File: src/rtl/asi_regbank_pkg.sv
`default_nettype none
// ============================================================================
// Module      : asi_regbank_pkg
// Description : Shared constants, register map, CTRL layout and byte-merge
//               helper for the asi user-side register bank.
// Contents    : AXI_DW/AXI_AW/AXI_WSTRBW bus widths, REG_* byte addresses,
//               CTRL_* / STATUS_* bit positions, IRQMASK, TYPE_CTRL,
//               merge_bytes().
// Revision    : 1.0 - initial release
// ============================================================================
package asi_regbank_pkg;

  localparam int AXI_DW     = 32;
  localparam int AXI_AW     = 16;
  localparam int AXI_WSTRBW = AXI_DW / 8;

  // Byte addresses within the 64-byte window (the map aliases above bit 5).
  localparam logic [5:0] REG_ID       = 6'h00;
  localparam logic [5:0] REG_CTRL     = 6'h04;
  localparam logic [5:0] REG_STATUS   = 6'h08;
  localparam logic [5:0] REG_COUNT    = 6'h0C;
  localparam logic [5:0] REG_SCRATCH0 = 6'h10;

  localparam int CTRL_ENABLE  = 0;
  localparam int CTRL_IRQ_EN  = 1;
  localparam int CTRL_CNT_CLR = 2;

  localparam int STATUS_EVT_SEEN = 0;
  localparam int STATUS_CNT_OVF  = 1;

  localparam logic [1:0] IRQMASK = 2'b11;

  typedef struct packed {
    logic [28:0] scratch;
    logic        cnt_clr;
    logic        irq_en;
    logic        enable;
  } TYPE_CTRL;

  // Replace only the byte lanes whose strobe is set.
  function automatic logic [AXI_DW-1:0] merge_bytes(
    input logic [AXI_DW-1:0]     old_v,
    input logic [AXI_DW-1:0]     new_v,
    input logic [AXI_WSTRBW-1:0] strb
  );
    logic [AXI_DW-1:0] r;
    r = old_v;
    for (int k = 0; k < AXI_WSTRBW; k++) begin
      if (strb[k]) r[8*k +: 8] = new_v[8*k +: 8];
    end
    return r;
  endfunction

endpackage
`default_nettype wire

File: src/rtl/asi_regbank_if.sv
`default_nettype none
// ============================================================================
// Module      : asi_regbank_if
// Description : User-side word port of the asi slave: write strobe, address,
//               data and byte enables toward the register bank, read data
//               back.
// Ports       : m_we, m_addr, m_wdata, m_wstrb (master -> slave)
//               m_rdata                        (slave -> master)
// Revision    : 1.0 - initial release
// ============================================================================
interface asi_regbank_if;
  import asi_regbank_pkg::*;

  logic                  m_we;
  logic [AXI_AW-1:0]     m_addr;
  logic [AXI_DW-1:0]     m_wdata;
  logic [AXI_WSTRBW-1:0] m_wstrb;
  logic [AXI_DW-1:0]     m_rdata;

  modport master (
    output m_we, m_addr, m_wdata, m_wstrb,
    input  m_rdata
  );

  modport slave (
    input  m_we, m_addr, m_wdata, m_wstrb,
    output m_rdata
  );
endinterface
`default_nettype wire

File: src/rtl/asi_regbank_rdpipe.sv
`default_nettype none
// ============================================================================
// Module      : asi_regbank_rdpipe
// Description : DEPTH-stage delay line with asynchronous active-low reset.
//               DEPTH=0 is a straight wire. Used to align read data (and can
//               align a matching valid bit) with the read wait-state count.
// Ports       : clk, reset_n, din[WIDTH], dout[WIDTH]
// Revision    : 1.0 - initial release
// ============================================================================
module asi_regbank_rdpipe #(
  parameter int DEPTH = 2,
  parameter int WIDTH = 32
) (
  input  wire logic             clk,
  input  wire logic             reset_n,
  input  wire logic [WIDTH-1:0] din,
  output logic      [WIDTH-1:0] dout
);

  if (DEPTH == 0) begin : g_comb
    logic unused_ctl;
    assign unused_ctl = clk ^ reset_n;
    assign dout       = din;
  end else begin : g_pipe
    logic [DEPTH-1:0][WIDTH-1:0] stage;

    always_ff @(posedge clk or negedge reset_n) begin
      if (!reset_n) begin
        stage <= '0;
      end else begin
        stage[0] <= din;
        for (int i = 1; i < DEPTH; i++) stage[i] <= stage[i-1];
      end
    end

    assign dout = stage[DEPTH-1];
  end

endmodule
`default_nettype wire

File: src/rtl/asi_regbank.sv
`default_nettype none
// ============================================================================
// Module      : asi_regbank
// Description : Control/status register bank on the usr_clk side of the asi
//               slave. ID, CTRL, W1C STATUS, event COUNT and NSCRATCH scratch
//               words; read data returned SLV_WS cycles after the address.
// Ports       : usr_clk, usr_reset_n (async, active-low)
//               bus     - asi_regbank_if.slave (m_we/m_addr/m_wdata/m_wstrb in,
//                         m_rdata out)
//               evt_i   - single-cycle event pulse
//               ctrl_o  - current CTRL register
//               irq_o   - level interrupt
// Revision    : 1.0 - initial release
// ============================================================================
module asi_regbank import asi_regbank_pkg::*; #(
  parameter int          SLV_WS   = 2,
  parameter int          NSCRATCH = 4,
  parameter logic [31:0] ID_VALUE = 32'h0A51_0001
) (
  input  wire logic        usr_clk,
  input  wire logic        usr_reset_n,
  asi_regbank_if.slave     bus,
  input  wire logic        evt_i,
  output logic [31:0]      ctrl_o,
  output logic             irq_o
);

  if (AXI_DW != 32) begin : g_dw_check
    $error("asi_regbank requires AXI_DW == 32");
  end
  if (NSCRATCH < 1 || NSCRATCH > 12) begin : g_nscratch_check
    $error("asi_regbank NSCRATCH must be in 1..12");
  end

  localparam logic [3:0] IDX_ID     = REG_ID[5:2];
  localparam logic [3:0] IDX_CTRL   = REG_CTRL[5:2];
  localparam logic [3:0] IDX_STATUS = REG_STATUS[5:2];
  localparam logic [3:0] IDX_COUNT  = REG_COUNT[5:2];
  localparam int         IDX_SCR0   = int'(REG_SCRATCH0[5:2]);

  logic [3:0] widx;
  logic       unused_addr_bits;

  assign widx             = bus.m_addr[5:2];
  assign unused_addr_bits = ^{bus.m_addr[AXI_AW-1:6], bus.m_addr[1:0]};

  TYPE_CTRL          ctrl;
  TYPE_CTRL          ctrl_wr;
  logic [1:0]        status;
  logic [1:0]        status_clr;
  logic [1:0]        status_set;
  logic [31:0]       count;
  logic [31:0]       scratch [NSCRATCH];
  logic              wr_ctrl;
  logic              wr_status;
  logic              cnt_clr;
  logic              cnt_inc;
  logic              cnt_wrap;
  logic [AXI_DW-1:0] rd_mux;

  assign wr_ctrl   = bus.m_we && (widx == IDX_CTRL);
  assign wr_status = bus.m_we && (widx == IDX_STATUS);

  // cnt_clr is a write-only pulse: it is never stored, so CTRL reads it as 0.
  always_comb begin
    ctrl_wr         = TYPE_CTRL'(merge_bytes(ctrl, bus.m_wdata, bus.m_wstrb));
    ctrl_wr.cnt_clr = 1'b0;
  end

  assign cnt_clr  = wr_ctrl && bus.m_wstrb[0] && bus.m_wdata[CTRL_CNT_CLR];
  // Increment sees the registered enable, so a same-cycle CTRL write does not
  // affect it. A clear suppresses the increment and therefore any wrap.
  assign cnt_inc  = ctrl.enable && evt_i;
  assign cnt_wrap = cnt_inc && !cnt_clr && (count == 32'hFFFF_FFFF);

  always_comb begin
    status_clr = 2'b00;
    if (wr_status && bus.m_wstrb[0]) status_clr = bus.m_wdata[1:0];
    status_set                  = 2'b00;
    status_set[STATUS_EVT_SEEN] = evt_i;
    status_set[STATUS_CNT_OVF]  = cnt_wrap;
  end

  always_ff @(posedge usr_clk or negedge usr_reset_n) begin
    if (!usr_reset_n) begin
      ctrl   <= '0;
      status <= '0;
      count  <= '0;
    end else begin
      if (wr_ctrl) ctrl <= ctrl_wr;
      // Hardware set applied after the clear so a coincident set wins.
      status <= (status & ~status_clr) | status_set;
      if (cnt_clr) begin
        count <= '0;
      end else if (cnt_inc) begin
        count <= count + 32'd1;
      end
    end
  end

  for (genvar i = 0; i < NSCRATCH; i++) begin : g_scratch
    logic [31:0] word;

    always_ff @(posedge usr_clk or negedge usr_reset_n) begin
      if (!usr_reset_n) begin
        word <= '0;
      end else if (bus.m_we && (widx == 4'(IDX_SCR0 + i))) begin
        word <= merge_bytes(word, bus.m_wdata, bus.m_wstrb);
      end
    end

    assign scratch[i] = word;
  end

  // Read mux is evaluated on every non-write cycle; write cycles yield 0.
  always_comb begin
    rd_mux = '0;
    if (!bus.m_we) begin
      case (widx)
        IDX_ID:     rd_mux = ID_VALUE;
        IDX_CTRL:   rd_mux = ctrl;
        IDX_STATUS: rd_mux = {30'd0, status};
        IDX_COUNT:  rd_mux = count;
        default: begin
          for (int i = 0; i < NSCRATCH; i++) begin
            if (widx == 4'(IDX_SCR0 + i)) rd_mux = scratch[i];
          end
        end
      endcase
    end
  end

  asi_regbank_rdpipe #(
    .DEPTH (SLV_WS),
    .WIDTH (AXI_DW)
  ) u_rdpipe (
    .clk     (usr_clk),
    .reset_n (usr_reset_n),
    .din     (rd_mux),
    .dout    (bus.m_rdata)
  );

  assign ctrl_o = ctrl;
  assign irq_o  = (|(status & IRQMASK)) & ctrl.irq_en;

endmodule
`default_nettype wire
File: src/flat_wrapper.sv
// flat-port wrapper written by rule: the top's interface ports become plain ports
module asi_regbank_flat import asi_regbank_pkg::*;
#(
  parameter int          SLV_WS   = 2,
  parameter int          NSCRATCH = 4,
  parameter logic [31:0] ID_VALUE = 32'h0A51_0001
)
  (usr_clk, usr_reset_n, evt_i, ctrl_o, irq_o, bus_m_we, bus_m_addr, bus_m_wdata, bus_m_wstrb, bus_m_rdata);
  asi_regbank_if bus_i ();
  input  wire logic usr_clk;
  input  wire logic usr_reset_n;
  input  wire logic evt_i;
  output logic [31:0] ctrl_o;
  output logic irq_o;
  input wire logic [$bits(bus_i.m_we)-1:0] bus_m_we;
  input wire logic [$bits(bus_i.m_addr)-1:0] bus_m_addr;
  input wire logic [$bits(bus_i.m_wdata)-1:0] bus_m_wdata;
  input wire logic [$bits(bus_i.m_wstrb)-1:0] bus_m_wstrb;
  output wire logic [$bits(bus_i.m_rdata)-1:0] bus_m_rdata;
  assign bus_i.m_we = bus_m_we;
  assign bus_i.m_addr = bus_m_addr;
  assign bus_i.m_wdata = bus_m_wdata;
  assign bus_i.m_wstrb = bus_m_wstrb;
  assign bus_m_rdata = bus_i.m_rdata;
  asi_regbank #(.SLV_WS(SLV_WS), .NSCRATCH(NSCRATCH), .ID_VALUE(ID_VALUE)) u_core (.usr_clk(usr_clk), .usr_reset_n(usr_reset_n), .bus(bus_i), .evt_i(evt_i), .ctrl_o(ctrl_o), .irq_o(irq_o));
endmodule
File: config.mk
export PLATFORM = sky130hd
export DESIGN_NAME = asi_regbank_flat
export DESIGN_NICKNAME = d
export VERILOG_FILES = /design/src/rtl/asi_regbank_pkg.sv /design/src/rtl/asi_regbank_if.sv /design/src/rtl/asi_regbank_rdpipe.sv /design/src/rtl/asi_regbank.sv /design/src/flat_wrapper.sv
export SDC_FILE = /design/constraint.sdc
export NUM_CORES = 1
export LEC_CHECK = 0
export CELL_PAD_IN_SITES_DETAIL_PLACEMENT = 1
export CELL_PAD_IN_SITES_GLOBAL_PLACEMENT = 1
export CORE_MARGIN = 8
export CORE_UTILIZATION = 45
export DETAILED_ROUTE_END_ITERATION = 10
export PLACE_DENSITY_LB_ADDON = 0.1
export REMOVE_ABC_BUFFERS = 1
export SETUP_SLACK_MARGIN = 0.1
export SKIP_CTS_REPAIR_TIMING = 1
export SYNTH_ARGS = -nofsm -noshare
export SYNTH_HDL_FRONTEND = slang
export SYNTH_SLANG_ARGS = --single-unit
File: constraint.sdc
create_clock -name usr_clk -period 3.9 [get_ports usr_clk]
set_input_delay 0.39 -clock usr_clk [delete_from_list [all_inputs] [get_ports usr_clk]]
set_output_delay 0.39 -clock usr_clk [all_outputs]
set_load 0.05 [all_outputs]
==> metrics.md, run 1 <==
| Metric | Value |
|---|---|
| # IOs | `121` |
| Endpoint class of the critical path | `flop` |
| Overall power | `7.08 mW` |
| Register area | `0.00643 mm^2` |
| Reg2reg setup slack | `0.98 ns` |
| Largest cells by area after synthesis | `dfrtp_1 (58%), mux2_1 (16%), a21oi_1 (3.5%)` |
| Clk_skew | `0.00878 ns` |
| Pint | `5.15 mW` |
| Violated checks | `hold timing` |
| CTS tree | `yes` |
| Die Height | `173 um` |
| Peak supply drop | `0.000280 V` |
| Row count | `57` |
| Clk Tree Root Cell | `clkbuf_16` |
| R2r startpoint | `u_core.count[0]` |
| Synth Area per Inst | `12.9 um^2` |
| Crit path time final | `2.92 ns` |
| Largest fanout on the critical path | `17` |
| Top_reg_cell synth | `dfrtp_1` |
| Post-synthesis sequential area ratio | `0.583` |
| 1st-iter DRT viols | `606` |
| Post-synth ARST share | `1.00` |
| Maxcap violations | `0` |
| Total grt overflow | `0` |
| Number of global-route vias before repair | `8477` |
| Hold crit path type | `input pin to asynchronous set/reset pin` |
| Post-DP HPWL | `20300 um` |
| Count of cell types in the netlist | `47` |
| CTS Buf Count | `28` |
| Gr usage total | `0.209` |
| Initial antenna violation count | `0` |
| CP required | `4.35 ns` |
| Worst EP arrival | `3.37 ns` |
| Status | `finished, violations left` |
| Post-Syn Area | `0.0110 mm^2` |
| Core Region | `0.0242 mm^2` |
| Drt drc | `0` |
| Top-count cell post-synth | `dfrtp_1` |
| Routed Antenna Nets | `0` |
| Cells after synthesis | `854` |
| # fillers | `2401` |
| Yosys reg bits | `257` |
| Worst-skew pair later-pin latency | `0.54 ns` |
| RSZ-0062 raised after global routing | `no` |
| H-tree lvl count | `1` |
| Multi-input logic area | `0.00414 mm^2` |
| Final setup TNS | `0 ns` |
| Lkg Pwr | `5.86 nW` |
| Reg clk slew, reported paths | `0.06 ns` |
| Area Growth Syn to Fin | `20.2%` |
| Setup CP Type | `flop to flop` |
| Place WS | `0.817 ns` |
| Deepest clock path buffer count | `3` |
| 1st-pass router iterations | `5` |
| Post-synth top area share | `0.583` |
| Slew at the pin closest to its max-slew limit | `0.947 ns` |
| Number of flops mapped to enable cells by yosys | `0` |
| Tightest hold margin | `-0.0658 ns` |
| Die Wd | `173 um` |
| Die ar. | `0.0298 mm^2` |
| Layout cells sized above 1 | `0.117` |
| Hold violation count in the final report | `111` |
| Number of diodes | `0` |
| Comb pwr share | `0.152` |
| Startpoint types | `flop` |
| Period utilization | `0.748` |
| Most frequent cells after synthesis | `dfrtp_1 (257), mux2_1 (159), a21oi_1 (77), clkbuf_1 (38), buf_4 (33)` |
| CTS Sinks | `257` |
| Switch Pwr | `1.93 mW` |
| Max Slew Vio Count | `0` |
| Initial Util | `0.457` |
| Total number of vias | `7593` |
| Worst r2r dst | `u_core.count[26]` |
| First-pass GRT wire length | `50000 um` |
| GPL Wtd Cong | `0.812` |
| Yosys warns | `0` |
| PD cells | `534 mW/mm^2` |
| Synth area leader | `dfrtp_1` |
| Final WS setup | `0.984 ns` |
| Slew HR | `0.369` |
| Clock power frac | `0.384` |
| Routed len/inst | `24.6 um` |
| Pin count of the biggest net entering global routing | `114` |
| Final setup viols | `0` |
| Total Wirelength | `31400 um` |
| Vias per cell | `5.94` |
| R2R depth | `5` |
| Switching Share | `0.272` |
| Port bufs | `107` |
| CP Launch Point | `u_core.count[0]` |
| Layout net count | `991` |
| Sequential Power Share | `0.464` |
| Fmax achieved | `343 MHz` |
[cells by family after synthesis]
group / Yosys count / share of synthesized area
AOI/OAI and AO/OA: 169 / 0.103
xor gates and xnor gates: 12 / 0.00952
adders and majority gates: 1 / 0.00113
buffers and inverters: 90 / 0.0435
DFF: 257 / 0.583
muxes: 187 / 0.192
other: 1 / 0.000340
and+or+nand+nor: 137 / 0.0685
[power groups by stage]
| stage | registers, mW | clock network (mW) | logic [mW] |
|---|---|---|---|
| 2_1_floorplan | 3.51 | 0 | 0.375 |
| 3_3_place_gp | 3.28 | 0 | 1.04 |
| 3_5_place_dp | 3.32 | 0 | 1.08 |
| 4_1_cts | 3.28 | 2.78 | 1.09 |
| 5_1_grt | 3.33 | 2.90 | 1.16 |
| 6_report | 3.29 | 2.72 | 1.08 |
[layout make-up]
class                      count  share of cell area
clock buffer                  40              0.0631
clock inverter                10             0.00981
inverter                       5             0.00141
multi-input combinational    507               0.312
sequential                   257               0.485
tap                          324              0.0306
timing repair buffer         135              0.0981
[sequential cells by signal, summed over array words and instances (netlist names)]
| signal | flops |
|---|---|
| u_core.g_scratch.word | 128 |
| u_core.count | 32 |
| u_core.u_rdpipe.dout | 32 |
| u_core.u_rdpipe.g_pipe.stage | 32 |
| u_core.ctrl_o | 31 |
| u_core.status | 2 |
[critical path, stage by stage, from the launching register on]
cell     delay [ns]
dfrtp_1        0.59
ha_1           0.27
and4_1         0.41
nand4_1        0.67
or4_1          0.72
a21oi_1        0.17
[worst max-delay path by stage]
stage	endpoint	slack, ns	depth (start not counted)
global route	u_core.count[26]	0.90	5
global placement	u_core.ctrl_o[24]	0.92	4
CTS	u_core.count[26]	1.03	5
floorplan	u_core.count[0]	0.34	4
detailed placement	u_core.ctrl_o[25]	0.82	4
finish	u_core.count[26]	0.98	5
[stage by stage]
stage               cell area [um^2]  instances   util
global placement               12300       1228  0.509
floorplan                      10600        769      -
finish                         13300       1278  0.549
global route                   13300       1278  0.549
detailed placement             12300       1228  0.509
CTS                            13300       1278  0.549
[routing by layer]
layer | up-vias | part of all wire | global-route usage
met2 | 206 | 0.50 | 0.352
li1 | 3318 | - | -
met4 | 0 | 0.020 | 0.0598
met5 | - | 0 | 0
met1 | 4016 | 0.43 | 0.277
met3 | 53 | 0.049 | 0.0309
[cells in the final DEF (no fill, tap or decap), types with 7 or more instances in the layout]
cell type	count
dfrtp_1	257
mux2_1	159
clkdlybuf4s50_1	104
a21oi_1	77
a222oi_1	30
clkbuf_16	29
a211oi_1	28
buf_4	26
mux2_2	25
nor2_1	25
nand2_1	23
nand4_1	21
nand3_1	14
o31ai_1	14
or4_1	14
xor2_1	12
and4_1	7
or3_1	7
clkbuf_8	7
No activity file was read; power rests on OpenSTA's default activity.
==> run 2, diff against run 1 <==
--- a/config.mk
+++ b/config.mk
@@ -8,7 +8,7 @@
 export CELL_PAD_IN_SITES_DETAIL_PLACEMENT = 1
 export CELL_PAD_IN_SITES_GLOBAL_PLACEMENT = 1
 export CORE_MARGIN = 8
-export CORE_UTILIZATION = 45
+export CORE_UTILIZATION = 42
 export DETAILED_ROUTE_END_ITERATION = 10
 export PLACE_DENSITY_LB_ADDON = 0.1
 export REMOVE_ABC_BUFFERS = 1
==> constraint.sdc (replaced) <==
create_clock -name usr_clk -period 2.35 [get_ports usr_clk]
set_input_delay 0.235 -clock usr_clk [delete_from_list [all_inputs] [get_ports usr_clk]]
set_output_delay 0.235 -clock usr_clk [all_outputs]
set_load 0.05 [all_outputs]
==> run 2 against run 1 <==
Effect of this change:
- the run now ends clean
- clock skew rose by 0.0016 ns
- sequential cell count did not move
- first-iteration DRC count fell by 3.3%
- clock-buffer cell count rose by 1
- sequential share of layout area fell by 1.4 points
- utilization fell by 2.1 points
- via count rose by 1.8%
- non-clock buffer count rose by 38
- critical path depth fell by 3
- critical endpoint is now ctrl_o[0]
- sequential power rose by 65%
==> metrics.md, run 2 (synthesis results as in run 1) <==
| Metric | Value |
|---|---|
| Placed Area | `0.0127 mm^2` |
| Reg2reg setup slack | `0.29 ns` |
| # IOs | `121` |
| Largest fanout on the critical path | `6` |
| Clk Tree Root Cell | `clkbuf_16` |
| Initial Util | `0.426` |
| Layout Cells excl Fill | `1328` |
| Final setup TNS | `0 ns` |
| Post-DP HPWL | `20900 um` |
| Total grt overflow | `0` |
| Sequential Power Share | `0.462` |
| Layout cells sized above 1 | `0.146` |
| Layout net count | `1029` |
| Setup CP Type | `flop to output port` |
| Clock power frac | `0.378` |
| Die Wd | `178 um` |
| Status | `finished clean` |
| CTS Sinks | `257` |
| CTS tree | `yes` |
| Endpoint class of the critical path | `output port` |
| Hold violation count in the final report | `0` |
| Routed Antenna Nets | `0` |
| Reg clk slew, reported paths | `0.06 ns` |
| Routed len/inst | `24.0 um` |
| Total Wirelength | `31800 um` |
| Place WS | `0.0533 ns` |
| Pint | `8.48 mW` |
| Switch Pwr | `3.24 mW` |
| Commonest cells after routing, fill and taps aside | `dfrtp_1 (257), mux2_1 (159), clkdlybuf4s50_1 (103)` |
| Initial antenna violation count | `0` |
| Fmax achieved | `474 MHz` |
| Tightest hold margin | `0.297 ns` |
| CTS Buf Count | `28` |
| PD cells | `857 mW/mm^2` |
| Maxcap violations | `0` |
| Deepest clock path buffer count | `3` |
| Commonest non-fill, non-tap cell in the layout | `dfrtp_1` |
| Switching Share | `0.277` |
| RSZ-0062 raised after global routing | `no` |
| Area Growth Syn to Fin | `23.8%` |
| Number of diodes | `0` |
| Post-route cell area | `0.0137 mm^2` |
| End-of-flow core utilization | `0.528` |
| 1st-iter DRT viols | `586` |
| Worst EP arrival | `1.88 ns` |
| Gr usage total | `0.206` |
| GPL Wtd Cong | `0.816` |
| Largest Register | `u_core.g_scratch.word` |
| Hold crit path type | `input pin to asynchronous set/reset pin` |
| Worst r2r dst | `u_core.count[27]` |
| Pin count of the biggest net entering global routing | `79` |
| Row count | `59` |
| R2R depth | `4` |
| Startpoint types | `flop` |
| Vias per cell | `5.82` |
| Final setup viols | `0` |
| Worst-skew pair later-pin latency | `0.53 ns` |
| Drt drc | `0` |
| Number of global-route vias before repair | `8761` |
| Final WS setup | `0.239 ns` |
| Lkg Pwr | `6.09 nW` |
| Placed insts | `1276` |
| CP required | `2.12 ns` |
| Peak supply drop | `0.000510 V` |
| Die ar. | `0.0317 mm^2` |
| Die Height | `178 um` |
| H-tree lvl count | `1` |
| Core Region | `0.0259 mm^2` |
| Slew at the pin closest to its max-slew limit | `0.629 ns` |
| Largest register FFs | `128` |
| Max Slew Vio Count | `0` |
| R2r startpoint | `u_core.count[8]` |
| Port bufs | `107` |
| First-pass GRT wire length | `51200 um` |
| Comb pwr share | `0.160` |
| Slew HR | `0.581` |
| 1st-pass router iterations | `6` |
| Total number of vias | `7727` |
| Crit path time final | `2.11 ns` |
| Clk_skew | `0.0103 ns` |
| Period utilization | `0.898` |
| Overall power | `11.7 mW` |
==> run 2: layout make-up <==
class / instances / area, um^2
fill: 2574 / 12200
sequential: 257 / 6430
multi-input combinational: 507 / 4140
timing repair buffer: 173 / 1730
clock buffer: 41 / 831
tap: 335 / 419
clock inverter: 10 / 106
inverter: 5 / 18.8
==> run 2: critical path, cell delays in order (launching register included) <==
cell	delay (ns)
dfrtp_1	0.36
buf_4	0.17
clkdlybuf4s50_1	0.82
==> run 2: power groups by stage <==
stage | Clock (mW) | Combinational, mW | Sequential (mW)
final | 4.43 | 1.87 | 5.42
after global routing | 4.73 | 2.02 | 5.49
after CTS | 4.55 | 1.90 | 5.41
after detailed placement | 0 | 1.89 | 5.48
after global placement | 0 | 1.82 | 5.42
after floorplan | 0 | 0.623 | 5.82
==> run 2: worst max path at each step <==
stage,start,to,slack (ns)
after floorplan,bus_m_addr[5],u_core.count[0],-1.06
after global placement,bus_m_addr[5],u_core.u_rdpipe.g_pipe.stage[9],0.09
after detailed placement,bus_m_addr[4],u_core.u_rdpipe.g_pipe.stage[9],0.05
after CTS,u_core.ctrl_o[1],irq_o,0.08
after global routing,u_core.ctrl_o[0],ctrl_o[0],0.16
final,u_core.ctrl_o[0],ctrl_o[0],0.24
==> run 2: layer usage <==
metal,up-vias,track usage,wire length (um),part of all wire
met4,0,0.0650,841,0.026
met1,4072,0.271,14100,0.44
li1,3392,-,-,-
met5,-,0,0,0
met2,207,0.342,15400,0.48
met3,56,0.0347,1520,0.048
==> run 3, diff against run 2 <==
==> constraint.sdc (replaced) <==
create_clock -name usr_clk -period 2.35 [get_ports usr_clk]
set_input_delay 0.235 -clock usr_clk [delete_from_list [all_inputs] [get_ports usr_clk]]
set_output_delay 0.235 -clock usr_clk [all_outputs]
set_load 0.1 [all_outputs]
==> run 3 against run 2 <==
Effect of this change:
- worst hold slack lost 0.071 ns
- utilization fell by 1.1 points
- largest cell class unchanged
- die area did not move
- sequential power about the same
- critical path depth grew 2
- clock-buffer cell count rose by 1
- critical endpoint is now u_core.count[27]
- register-to-register slack about the same
- final cell count down 0.60%
- largest power group unchanged
- combinational power up 25%
==> metrics.md, run 3 (synthesis results as in run 1) <==
| Metric | Value |
|---|---|
| Status | `finished clean` |
| Reg clk slew, reported paths | `0.06 ns` |
| Drt drc | `0` |
| Area Growth Syn to Fin | `21.3%` |
| # IOs | `121` |
| Commonest non-fill, non-tap cell in the layout | `dfrtp_1` |
| Fmax achieved | `484 MHz` |
| Startpoint types | `flop` |
| Comb pwr share | `0.195` |
| Initial antenna violation count | `0` |
| GPL Wtd Cong | `0.805` |
| First-pass GRT wire length | `50100 um` |
| CP delay by family, top | `simple AND/OR/NAND/NOR gates` |
| Cells along the critical path | `nand4_1 -> or4_1 -> or4_1 -> a21oi_1` |
| Slowest CP cell | `or4_1` |
| Deepest clock path buffer count | `3` |
| Clk_skew | `0.00817 ns` |
| Peak supply drop | `0.000654 V` |
| CTS tree | `yes` |
| Lkg Pwr | `6.13 nW` |
| Crit path time final | `2.06 ns` |
| Row count | `59` |
| Total Wirelength | `31500 um` |
| Post-DP HPWL | `21000 um` |
| Gr usage total | `0.201` |
| Worst EP arrival | `2.51 ns` |
| CP required | `2.80 ns` |
| Die Wd | `178 um` |
| Vias per cell | `5.84` |
| CTS Buf Count | `28` |
| Die ar. | `0.0317 mm^2` |
| Tightest hold margin | `0.226 ns` |
| CTS Sinks | `257` |
| Switching Share | `0.309` |
| Die Height | `178 um` |
| Clock power frac | `0.353` |
| Overall power | `12.0 mW` |
| PD cells | `894 mW/mm^2` |
| Most used cell, CP | `or4_1` |
| Final setup viols | `0` |
| Max Slew Vio Count | `0` |
| Routed len/inst | `23.9 um` |
| Hold crit path type | `input pin to asynchronous set/reset pin` |
| 1st-pass router iterations | `6` |
| Multi-input logic area | `0.00414 mm^2` |
| Switch Pwr | `3.70 mW` |
| Initial Util | `0.426` |
| CP peak stage delay | `0.68 ns` |
| Number of diodes | `0` |
| Layout cells sized above 1 | `0.202` |
| # fillers | `2618` |
| Pint | `8.27 mW` |
| Routed Antenna Nets | `0` |
| Core Region | `0.0259 mm^2` |
| WP buf/inv | `0` |
| Largest register FFs | `128` |
| Register area | `0.00643 mm^2` |
| Total grt overflow | `0` |
| H-tree lvl count | `1` |
| Layout net count | `1022` |
| Maxcap violations | `0` |
| Number of global-route vias before repair | `8610` |
| Clk Tree Root Cell | `clkbuf_16` |
| Port bufs | `107` |
| Endpoint class of the critical path | `flop` |
| Sequential Power Share | `0.452` |
| Total number of vias | `7715` |
| 1st-iter DRT viols | `551` |
| Largest fanout on the critical path | `8` |
| Pin count of the biggest net entering global routing | `80` |
| Slew HR | `0.662` |
| Setup CP Type | `flop to flop` |
| Hold violation count in the final report | `0` |
| Period utilization | `0.879` |
| Commonest cells after routing, fill and taps aside | `dfrtp_1 (257), mux2_1 (159), buf_4 (110)` |
| Worst-skew pair later-pin latency | `0.53 ns` |
| Slew at the pin closest to its max-slew limit | `0.506 ns` |
| Largest Register | `u_core.g_scratch.word` |
| RSZ-0062 raised after global routing | `no` |
run 3: cell count changes in the layout (fill, tap and decap cells not counted), sizes merged:
cell / before / now
dlymetal6s2s: 1 / 0
clkdlybuf4s50: 103 / 40
clkinvlp: 1 / 0
bufinv: 2 / 1
clkbuf: 41 / 42
buf: 68 / 125
run 3: metrics by stage:
stage / std cells / instance area (um^2) / setup TNS [ns] / setup WS (ns) / util
4_1_cts: 1319 / 13400 / 0 / 0.278 / 0.517
6_report: 1320 / 13400 / 0 / 0.285 / 0.517
3_3_place_gp: 1269 / 12500 / 0 / 0.113 / 0.482
2_1_floorplan: 769 / 10600 / -83.38 / -1.06 / -
5_1_grt: 1320 / 13400 / 0 / 0.169 / 0.517
3_5_place_dp: 1269 / 12500 / 0 / 0.0525 / 0.482
run 3: final cells by class:
cell class	instances	area share
Timing Repair Buffer	166	0.112
Clock inverter	8	0.00486
Inverter	5	0.00140
Multi-Input combinational cell	507	0.309
Clock buffer	42	0.0616
Sequential cell	257	0.480
Tap cell	335	0.0313
run 3: worst reg2reg max path, delay by kind of cell (launching register included):
kind            cells  cell delay [ns]
flops               1             0.45
simple gates        3             1.35
compound gates      1             0.18
run 3: power by group through the flow:
stage | Combinational, mW | Clock (mW) | Sequential, mW
floorplan | 0.642 | 0 | 6.31
global route | 2.48 | 4.49 | 5.49
global placement | 2.28 | 0 | 5.41
finish | 2.34 | 4.23 | 5.41
detailed placement | 2.36 | 0 | 5.48
CTS | 2.37 | 4.35 | 5.41
run 3: worst paths after layout:
kind	start	endpoint	slack, ns	depth (start not counted)
max	u_core.count[8]	u_core.count[27]	0.29	4
min	usr_reset_n	u_core.u_rdpipe.dout[4]	0.23	2
max reg2reg	u_core.count[8]	u_core.count[27]	0.29	4
min reg2reg	u_core.u_rdpipe.g_pipe.stage[17]	u_core.u_rdpipe.dout[17]	0.35	0
max in group asynchronous	usr_reset_n	u_core.u_rdpipe.dout[25]	1.31	3
min in group usr_clk	bus_m_addr[2]	u_core.status[0]	0.32	5
run 3: per-layer routing:
metal | vias to the layer above | part of all wire | GRT usage
met5 | - | 0 | 0
met4 | 0 | 0.026 | 0.0660
met3 | 63 | 0.065 | 0.0364
met2 | 228 | 0.48 | 0.335
met1 | 4048 | 0.42 | 0.262
li1 | 3376 | - | -
